File: config.mk
export PLATFORM = sky130hd
export DESIGN_NAME = pt_walk_arbiter_flat
export DESIGN_NICKNAME = d
export VERILOG_FILES = /design/src/rtl/pt_walk_arbiter_if.sv /design/src/rtl/pt_walk_arbiter.sv /design/src/flat_wrapper.sv
export SDC_FILE = /design/constraint.sdc
export NUM_CORES = 1
export LEC_CHECK = 0
export CAP_MARGIN = 5
export CORE_MARGIN = 2
export CORE_UTILIZATION = 35
export CTS_BUF_LIST = sky130_fd_sc_hd__clkbuf_2
export CTS_CLUSTER_DIAMETER = 100
export DETAILED_ROUTE_END_ITERATION = 10
export PLACE_DENSITY_LB_ADDON = 0.05
export SLEW_MARGIN = 10
export SYNTH_ARGS = -nofsm -noshare
export SYNTH_HDL_FRONTEND = slang
export SYNTH_SLANG_ARGS = --single-unit
File: constraint.sdc
create_clock -name clk -period 1.8 [get_ports clk]
set_input_delay 0.18 -clock clk [delete_from_list [all_inputs] [get_ports clk]]
set_output_delay 0.18 -clock clk [all_outputs]
set_load 0.05 [all_outputs]
File: src/rtl/pt_walk_arbiter_if.sv
// Bundle of the two MMU walker request/response channels and the page-table memory read port.
interface pt_walk_arbiter_if #(
  parameter int ADDR_WIDTH = 32,
  parameter int DATA_WIDTH = 32
);
  logic                  req0_valid;
  logic [ADDR_WIDTH-1:0] req0_addr;
  logic                  req0_ready;
  logic                  rsp0_valid;
  logic [DATA_WIDTH-1:0] rsp0_data;
  logic                  rsp0_error;

  logic                  req1_valid;
  logic [ADDR_WIDTH-1:0] req1_addr;
  logic                  req1_ready;
  logic                  rsp1_valid;
  logic [DATA_WIDTH-1:0] rsp1_data;
  logic                  rsp1_error;

  logic [ADDR_WIDTH-1:0] mem_addr;
  logic                  mem_read;
  logic [DATA_WIDTH-1:0] mem_data;
  logic                  mem_ready;

  // Arbiter side
  modport slave (
    input  req0_valid, req0_addr, req1_valid, req1_addr, mem_data, mem_ready,
    output req0_ready, rsp0_valid, rsp0_data, rsp0_error,
    output req1_ready, rsp1_valid, rsp1_data, rsp1_error,
    output mem_addr, mem_read
  );

  // Walkers plus memory side
  modport master (
    output req0_valid, req0_addr, req1_valid, req1_addr, mem_data, mem_ready,
    input  req0_ready, rsp0_valid, rsp0_data, rsp0_error,
    input  req1_ready, rsp1_valid, rsp1_data, rsp1_error,
    input  mem_addr, mem_read
  );
endinterface

File: src/rtl/pt_walk_arbiter.sv
// Round-robin arbiter sharing one page-table memory read port between the instruction and data MMU walkers.
module pt_walk_arbiter #(
  parameter int ADDR_WIDTH     = 32,
  parameter int DATA_WIDTH     = 32,
  parameter int TIMEOUT_CYCLES = 255
) (
  input  logic               clk,
  input  logic               rst,
  pt_walk_arbiter_if.slave   bus,
  output logic               busy
);

  localparam int CNT_W = (TIMEOUT_CYCLES < 2) ? 1 : $clog2(TIMEOUT_CYCLES);
  localparam logic [CNT_W-1:0] TO_LAST = CNT_W'(TIMEOUT_CYCLES - 1);

  typedef enum logic [1:0] {IDLE, ISSUE, WAIT, RESP} state_t;

  state_t                state_q, state_d;
  logic                  last_grant_q, last_grant_d;
  logic                  owner_q, owner_d;
  logic [ADDR_WIDTH-1:0] addr_q, addr_d;
  logic [DATA_WIDTH-1:0] data_q, data_d;
  logic                  err_q, err_d;
  logic [CNT_W-1:0]      cnt_q, cnt_d;

  logic gnt0, gnt1;
  logic rsp0_vld, rsp1_vld;

  always_ff @(posedge clk) begin
    if (rst) begin
      state_q      <= IDLE;
      last_grant_q <= 1'b1;
      owner_q      <= 1'b0;
      addr_q       <= '0;
      data_q       <= '0;
      err_q        <= 1'b0;
      cnt_q        <= '0;
    end else begin
      state_q      <= state_d;
      last_grant_q <= last_grant_d;
      owner_q      <= owner_d;
      addr_q       <= addr_d;
      data_q       <= data_d;
      err_q        <= err_d;
      cnt_q        <= cnt_d;
    end
  end

  always_comb begin
    state_d      = state_q;
    last_grant_d = last_grant_q;
    owner_d      = owner_q;
    addr_d       = addr_q;
    data_d       = data_q;
    err_d        = err_q;
    cnt_d        = cnt_q;
    case (state_q)
      IDLE: begin
        if (gnt0 || gnt1) begin
          owner_d = gnt1;
          addr_d  = gnt1 ? bus.req1_addr : bus.req0_addr;
          state_d = ISSUE;
        end
      end
      ISSUE: begin
        cnt_d   = '0;
        state_d = WAIT;
      end
      WAIT: begin
        cnt_d = cnt_q + CNT_W'(1);
        // A ready arriving on the last allowed cycle still counts as success.
        if (bus.mem_ready) begin
          data_d  = bus.mem_data;
          err_d   = 1'b0;
          state_d = RESP;
        end else if (TIMEOUT_CYCLES != 0 && cnt_q == TO_LAST) begin
          data_d  = '0;
          err_d   = 1'b1;
          state_d = RESP;
        end
      end
      RESP: begin
        last_grant_d = owner_q;
        state_d      = IDLE;
      end
      default: state_d = IDLE;
    endcase
  end

  always_comb begin
    gnt0 = 1'b0;
    gnt1 = 1'b0;
    // Readies are masked during reset so a walker never sees a handshake that the reset discards.
    if (state_q == IDLE && !rst) begin
      gnt0 = bus.req0_valid && (!bus.req1_valid || last_grant_q);
      gnt1 = bus.req1_valid && (!bus.req0_valid || !last_grant_q);
    end
    rsp0_vld = (state_q == RESP) && !owner_q;
    rsp1_vld = (state_q == RESP) &&  owner_q;

    bus.req0_ready = gnt0;
    bus.req1_ready = gnt1;
    bus.rsp0_valid = rsp0_vld;
    bus.rsp1_valid = rsp1_vld;
    bus.rsp0_data  = data_q;
    bus.rsp1_data  = data_q;
    bus.rsp0_error = rsp0_vld && err_q;
    bus.rsp1_error = rsp1_vld && err_q;
    bus.mem_read   = (state_q == ISSUE);
    bus.mem_addr   = addr_q;
    busy           = (state_q != IDLE);
  end

endmodule
File: src/flat_wrapper.sv
// flat-port wrapper written by rule: the top's interface ports become plain ports
module pt_walk_arbiter_flat 
#(
  parameter int ADDR_WIDTH     = 32,
  parameter int DATA_WIDTH     = 32,
  parameter int TIMEOUT_CYCLES = 255
)
  (clk, rst, busy, bus_req0_valid, bus_req0_addr, bus_req1_valid, bus_req1_addr, bus_mem_data, bus_mem_ready, bus_req0_ready, bus_rsp0_valid, bus_rsp0_data, bus_rsp0_error, bus_req1_ready, bus_rsp1_valid, bus_rsp1_data, bus_rsp1_error, bus_mem_addr, bus_mem_read);
  pt_walk_arbiter_if #(.ADDR_WIDTH(ADDR_WIDTH), .DATA_WIDTH(DATA_WIDTH)) bus_i ();
  input  logic clk;
  input  logic rst;
  output logic busy;
  input wire logic [$bits(bus_i.req0_valid)-1:0] bus_req0_valid;
  input wire logic [$bits(bus_i.req0_addr)-1:0] bus_req0_addr;
  input wire logic [$bits(bus_i.req1_valid)-1:0] bus_req1_valid;
  input wire logic [$bits(bus_i.req1_addr)-1:0] bus_req1_addr;
  input wire logic [$bits(bus_i.mem_data)-1:0] bus_mem_data;
  input wire logic [$bits(bus_i.mem_ready)-1:0] bus_mem_ready;
  output wire logic [$bits(bus_i.req0_ready)-1:0] bus_req0_ready;
  output wire logic [$bits(bus_i.rsp0_valid)-1:0] bus_rsp0_valid;
  output wire logic [$bits(bus_i.rsp0_data)-1:0] bus_rsp0_data;
  output wire logic [$bits(bus_i.rsp0_error)-1:0] bus_rsp0_error;
  output wire logic [$bits(bus_i.req1_ready)-1:0] bus_req1_ready;
  output wire logic [$bits(bus_i.rsp1_valid)-1:0] bus_rsp1_valid;
  output wire logic [$bits(bus_i.rsp1_data)-1:0] bus_rsp1_data;
  output wire logic [$bits(bus_i.rsp1_error)-1:0] bus_rsp1_error;
  output wire logic [$bits(bus_i.mem_addr)-1:0] bus_mem_addr;
  output wire logic [$bits(bus_i.mem_read)-1:0] bus_mem_read;
  assign bus_i.req0_valid = bus_req0_valid;
  assign bus_i.req0_addr = bus_req0_addr;
  assign bus_i.req1_valid = bus_req1_valid;
  assign bus_i.req1_addr = bus_req1_addr;
  assign bus_i.mem_data = bus_mem_data;
  assign bus_i.mem_ready = bus_mem_ready;
  assign bus_req0_ready = bus_i.req0_ready;
  assign bus_rsp0_valid = bus_i.rsp0_valid;
  assign bus_rsp0_data = bus_i.rsp0_data;
  assign bus_rsp0_error = bus_i.rsp0_error;
  assign bus_req1_ready = bus_i.req1_ready;
  assign bus_rsp1_valid = bus_i.rsp1_valid;
  assign bus_rsp1_data = bus_i.rsp1_data;
  assign bus_rsp1_error = bus_i.rsp1_error;
  assign bus_mem_addr = bus_i.mem_addr;
  assign bus_mem_read = bus_i.mem_read;
  pt_walk_arbiter #(.ADDR_WIDTH(ADDR_WIDTH), .DATA_WIDTH(DATA_WIDTH), .TIMEOUT_CYCLES(TIMEOUT_CYCLES)) u_core (.clk(clk), .rst(rst), .bus(bus_i), .busy(busy));
endmodule
== Word-level counts from Yosys, hierarchy flattened ==
Index checks and enable logic that the tools add are counted.
W data, S select, Z words.

* Eq/ne operators: 6
* Reductions and logical operators: 22
* Mux-type cells: 12
* $add $sub $neg: 1

{| class="wikitable"
|+ Operators with widths
! operator !! number
|-
| $mux W32 || 3
|-
| $pmux W8 S2 || 1
|-
| $add A8 B1 Y8 const B || 1
|-
| $eq A8 B8 Y1 const B || 1
|-
| $pmux W2 S4 || 1
|-
| $logic_and A1 B1 Y1 || 7
|-
| $mux W2 || 3
|-
| $reduce_and A2 Y1 || 3
|-
| $reduce_bool A2 Y1 || 3
|-
| $logic_not A1 Y1 || 5
|-
| $eq A2 B2 Y1 const B || 2
|-
| $mux W1 || 4
|-
| $logic_or A1 B1 Y1 || 3
|-
| $ne A3 B2 Y1 const B || 1
|-
| $eq A2 B1 Y1 const B || 1
|-
| $logic_not A2 Y1 || 1
|-
| $ne A2 B1 Y1 const B || 1
|}

* Word-level logic and storage cells: 48
* Register bits after elaboration: 77

== Longest topological paths before layout ==
Gate-level depths: netlist of run 1.

* Depth in word-level cells: 7
* Mapped depth: 8
* Mapped depth without buffers: 6

== Worst setup path before layout of run 1 ==
OpenSTA, ideal clock, no wires.

* Path kind: reg2out
* Start: register u_core.state_q[1]
* End: output port bus_rsp0_error
* Buffers on the path: 0
* Setup slack: -0.153 ns
* Stages on the path, launching flop included: 5
* Arrival time: 1.773 ns
* Data required time: 1.620 ns
* Cell sequence: dfxtp_1 > ha_1 > inv_1 > nor2_1 > and2_1

* Word-level cells in the longest chain between the ends: 3

{| class="wikitable"
|+ RTL lines
! what !! line !! RTL
|-
| start, declared || pt_walk_arbiter.sv:18 || <nowiki>state_t state_q, state_d;</nowiki>
|-
| start signal, assigned || pt_walk_arbiter.sv:39 || <nowiki>state_q <= state_d;</nowiki>
|-
| $eq A2 B2 Y1 || pt_walk_arbiter.sv:98 || <nowiki>rsp0_vld = (state_q == RESP) && !owner_q;</nowiki>
|-
| $logic_and A1 B1 Y1 || pt_walk_arbiter.sv:98 ||
|-
| net bus_rsp0_valid || flat_wrapper.sv:20 || <nowiki>output wire logic [$bits(bus_i.rsp0_valid)-1:0] bus_rsp0_valid;</nowiki>
|-
| $logic_and A1 B1 Y1 || pt_walk_arbiter.sv:107 || <nowiki>bus.rsp0_error = rsp0_vld && err_q;</nowiki>
|-
| end, declared || flat_wrapper.sv:22 || <nowiki>output wire logic [$bits(bus_i.rsp0_error)-1:0] bus_rsp0_error;</nowiki>
|}

The timed path passes the listed nets, and every way through them passes these cells.

== Final worst setup path of run 1 ==
* Start: register u_core.state_q[1]
* End: output port bus_rsp0_error

* Word-level cells in the longest chain between the ends: 3

{| class="wikitable"
|+ RTL lines
! what !! line
|-
| $eq A2 B2 Y1 || pt_walk_arbiter.sv:98
|-
| $logic_and A1 B1 Y1 || pt_walk_arbiter.sv:98
|-
| $logic_and A1 B1 Y1 || pt_walk_arbiter.sv:107
|}

No other way between the ends.

==> results of run 1 <==
-- flip-flops by register name, summed over array words and instances (netlist names) --
signal	count
u_core.last_grant_q	1
u_core.bus.mem_addr	32
u_core.state_q	2
u_core.bus.rsp0_data	32
u_core.err_q	1
u_core.cnt_q	8
u_core.owner_q	1
-- metal layers --
layer  wire length [um]  vias to the layer above
met2               4458                      145
met5                  0                        -
met1               3911                     1413
li1                   -                     1514
met4                 69                        0
met3               1006                        6
-- cells in the mapped netlist, types with 2 or more instances --
master	n
nand2b_1	5
buf_12	3
buf_4	33
buf_6	9
xnor2_1	2
clkbuf_1	7
inv_1	7
and2_1	2
mux2i_1	33
nand2_1	6
and3_1	3
buf_2	4
nand4_1	2
xor2_1	3
ha_1	7
a21oi_1	5
o21ai_1	3
a211oi_1	35
dfxtp_1	77
a22o_1	33
nor2_1	39
-- worst reg2reg max path: cells and delay by family (launching register included) --
family	cells	cell delay, ps
DFF	1	380
AOI/OAI and AO/OA	1	260
buffers and inverters	3	460
muxes	1	150
adders and majority gates	1	140
and+or+nand+nor	2	290
-- cells by family after synthesis --
| kind of cell | after synthesis |
|---|---|
| simple gates | 64 |
| xor+xnor | 5 |
| mux | 33 |
| fa+ha+maj | 7 |
| flops | 77 |
| buf+inv | 64 |
| compound gates | 81 |
-- where the power goes --
group | switching, uW | internal (uW) | leakage, uW | total [uW]
clock network | 588 | 313 | 0.0000729 | 902
registers | 164 | 2000 | 0.000629 | 2160
logic | 2050 | 1090 | 0.00203 | 3140
total | 2800 | 3400 | 0.00273 | 6200
-- area by class of cell --
| type | instances | area share, % |
|---|---|---|
| clock buffer | 10 | 0.8987 |
| clock inverter | 6 | 0.9661 |
| inverter | 8 | 0.8088 |
| multi-input combinational | 190 | 26.74 |
| sequential | 77 | 27.72 |
| tap | 133 | 2.988 |
| timing repair buffer | 227 | 39.88 |
-- repair_timing --
item                       in CTS  in global routing
cloned                          1                  0
setup endpoints to repair      99                 55
pin swaps                       5                  7
buffers inserted               11                  3
resized for setup             110                 18
-- final timing paths --
kind                              endpoint               startpoint
hold reg to reg    u_core.bus.mem_addr[27]  u_core.bus.mem_addr[27]
setup reg to reg    u_core.bus.mem_addr[0]        u_core.state_q[1]
hold / removal    u_core.bus.rsp0_data[25]         bus_mem_data[25]
setup / recovery            bus_rsp0_error        u_core.state_q[1]
-- per-stage QoR --
stage               hold WS (ps)  total power, uW  setup TNS, ps  instances
global route               176.4             6548          -1544        651
CTS                        206.6             6215         -290.8        648
finish                     246.1             6198         -306.3        651
global placement           478.9             5347              0        620
detailed placement         478.0             5384              0        620
floorplan                  280.5             4366              0        331
==> impl_metrics.toml, run 1 <==
[worst_setup_path]
path_buf_inv = 4
cp_slowest_stage_delay_ps = 380
crit_family = "buffers and inverters"
slowest_stage = "dfxtp_2"
ff2ff_path_depth = 8
r2r_slack_ps = 50
worstPathCellList = "buf_4 > buf_6 > ha_4 > inv_4 > nor2_4 > and2_4 > buf_12"
crit_arrival_ps = 1710
crit_cells = 7
timing_worst_setup_path_type = "register to primary output"
crit_path_end_kind = "primary output"
crit_path_start_kind = "register"
critPathRequiredTime_ps = 1620
crit_path_max_fanout = 3

[cts]
htreeDepth = 3
numCtsBuffers = 9
cts_tree = "done"
ctsHoldBuffers = 0
clock_sinks = 77
clk_latency_ps = 520
clock_path_buffers = 2
root_buffer = "clkbuf_2"
path_clk_slew_ps = 200

[synthesis]
synth_adder_area_share_pct = 2.556
synth_top_family_by_area = "compound AO/OA/AOI/OAI gates"
synth_compound_area_share_pct = 18.62
synth_top_area_share_pct = 44.98
yosys.area.top_type = "dfxtp_1"
synth_nets = 439
ys_ff_latch = 77
synthDistinctLibCells = 34
synth_edf_count = 0
synth_xor_area_share_pct = 1.278
yosys_warnings = 0
synth_ff_type = "dfxtp_1"
syn_inst = 331
syn_area_per_cell_um2 = 10.35
yosys-top-cells-area = "dfxtp_1, mux2i_1, a22o_1, a211oi_1, buf_4"
synthSimpleGateAreaFrac_pct = 8.762
synthesis.area_um2 = 3427
ys_seq_area_share_pct = 44.98
ys_async_sr_fraction_pct = 0
synthMuxAreaShare_pct = 9.639

[grt]
grt_pass1_wl_mm = 14.06
grt_pass1_vias = 2813
use_met2_pct = 27.97
met1_usage_pct = 20.37
met3_usage_pct = 7.932
overflow = 0
grt-busiest-layer = "met2"
grtUsageTotal_pct = 17.13
antenna_found_initial = 0
grt_max_degree = 43

[routing]
first_pass_iters = 4
wire_per_inst_um = 14.51
drtAntennaViolNets = 0
drc = 0
num_vias = 3078
viasPerCell = 4.728
drt-total-wl_mm = 9.445
drt_iter0_drc = 53

[sta]
setup_ws_ps = -90.42
setup_viol = 5
clock_skew_ps = 15.32
slew_headroom_pct = 64.59
worst_pin_slew_ps = 533.2
fin_crit_ps = 1890
rsz0062_at_grt = "yes"
hold_viol = 0
period_share_pct = 105.0
drv_slew = 0
max_freq_ghz = 0.5290

[floorplan]
ios = 205
coreArea_um2 = 9639
num_rows = 36
start_util_pct = 35.55
die-area_um2 = 10600
die_w_um = 103.0
die_h_um = 103.0

[worst_hold_path]
min_path_cells = 2
hold_path.class = "input pin to register"

[layout]
final_util_pct = 57.78
diodes = 0
final_common_cell = "clkdlybuf4s50_1"
layout_common_cells = "clkdlybuf4s50_1, dlygate4sd2_1, dfxtp_1, nor2_1"
multi_input_area_um2 = 1489
fin_area_um2 = 5569
ff_latch_area_um2 = 1544
num-fill-cells = 958
syn2layout_area_growth_pct = 62.50
drive_gt1_share_pct = 13.90
nets = 621

[place]
portBuffers = 204
gp_congestion = 0.7485
placed_cell_area_um2 = 5340
pre_cts_ws_ps = 82.51
dp_hpwl_mm = 6.786

[power_and_ir_drop]
leakage_uw = 0.002733
irDropWorstVdd_mv = 0.4992
power_density_nw_per_um2 = 1113

[run]
drv_cap = 0

[outcome]
violations = "setup timing"
status = "complete, but fails checks"
Power figures use the tool's default switching activity.
==> run 2, diff against run 1 <==
CAP_MARGIN = 20   (was 5)
==> results of run 2 <==
No change in the layout: final DEF, timing and power equal those of run 1.
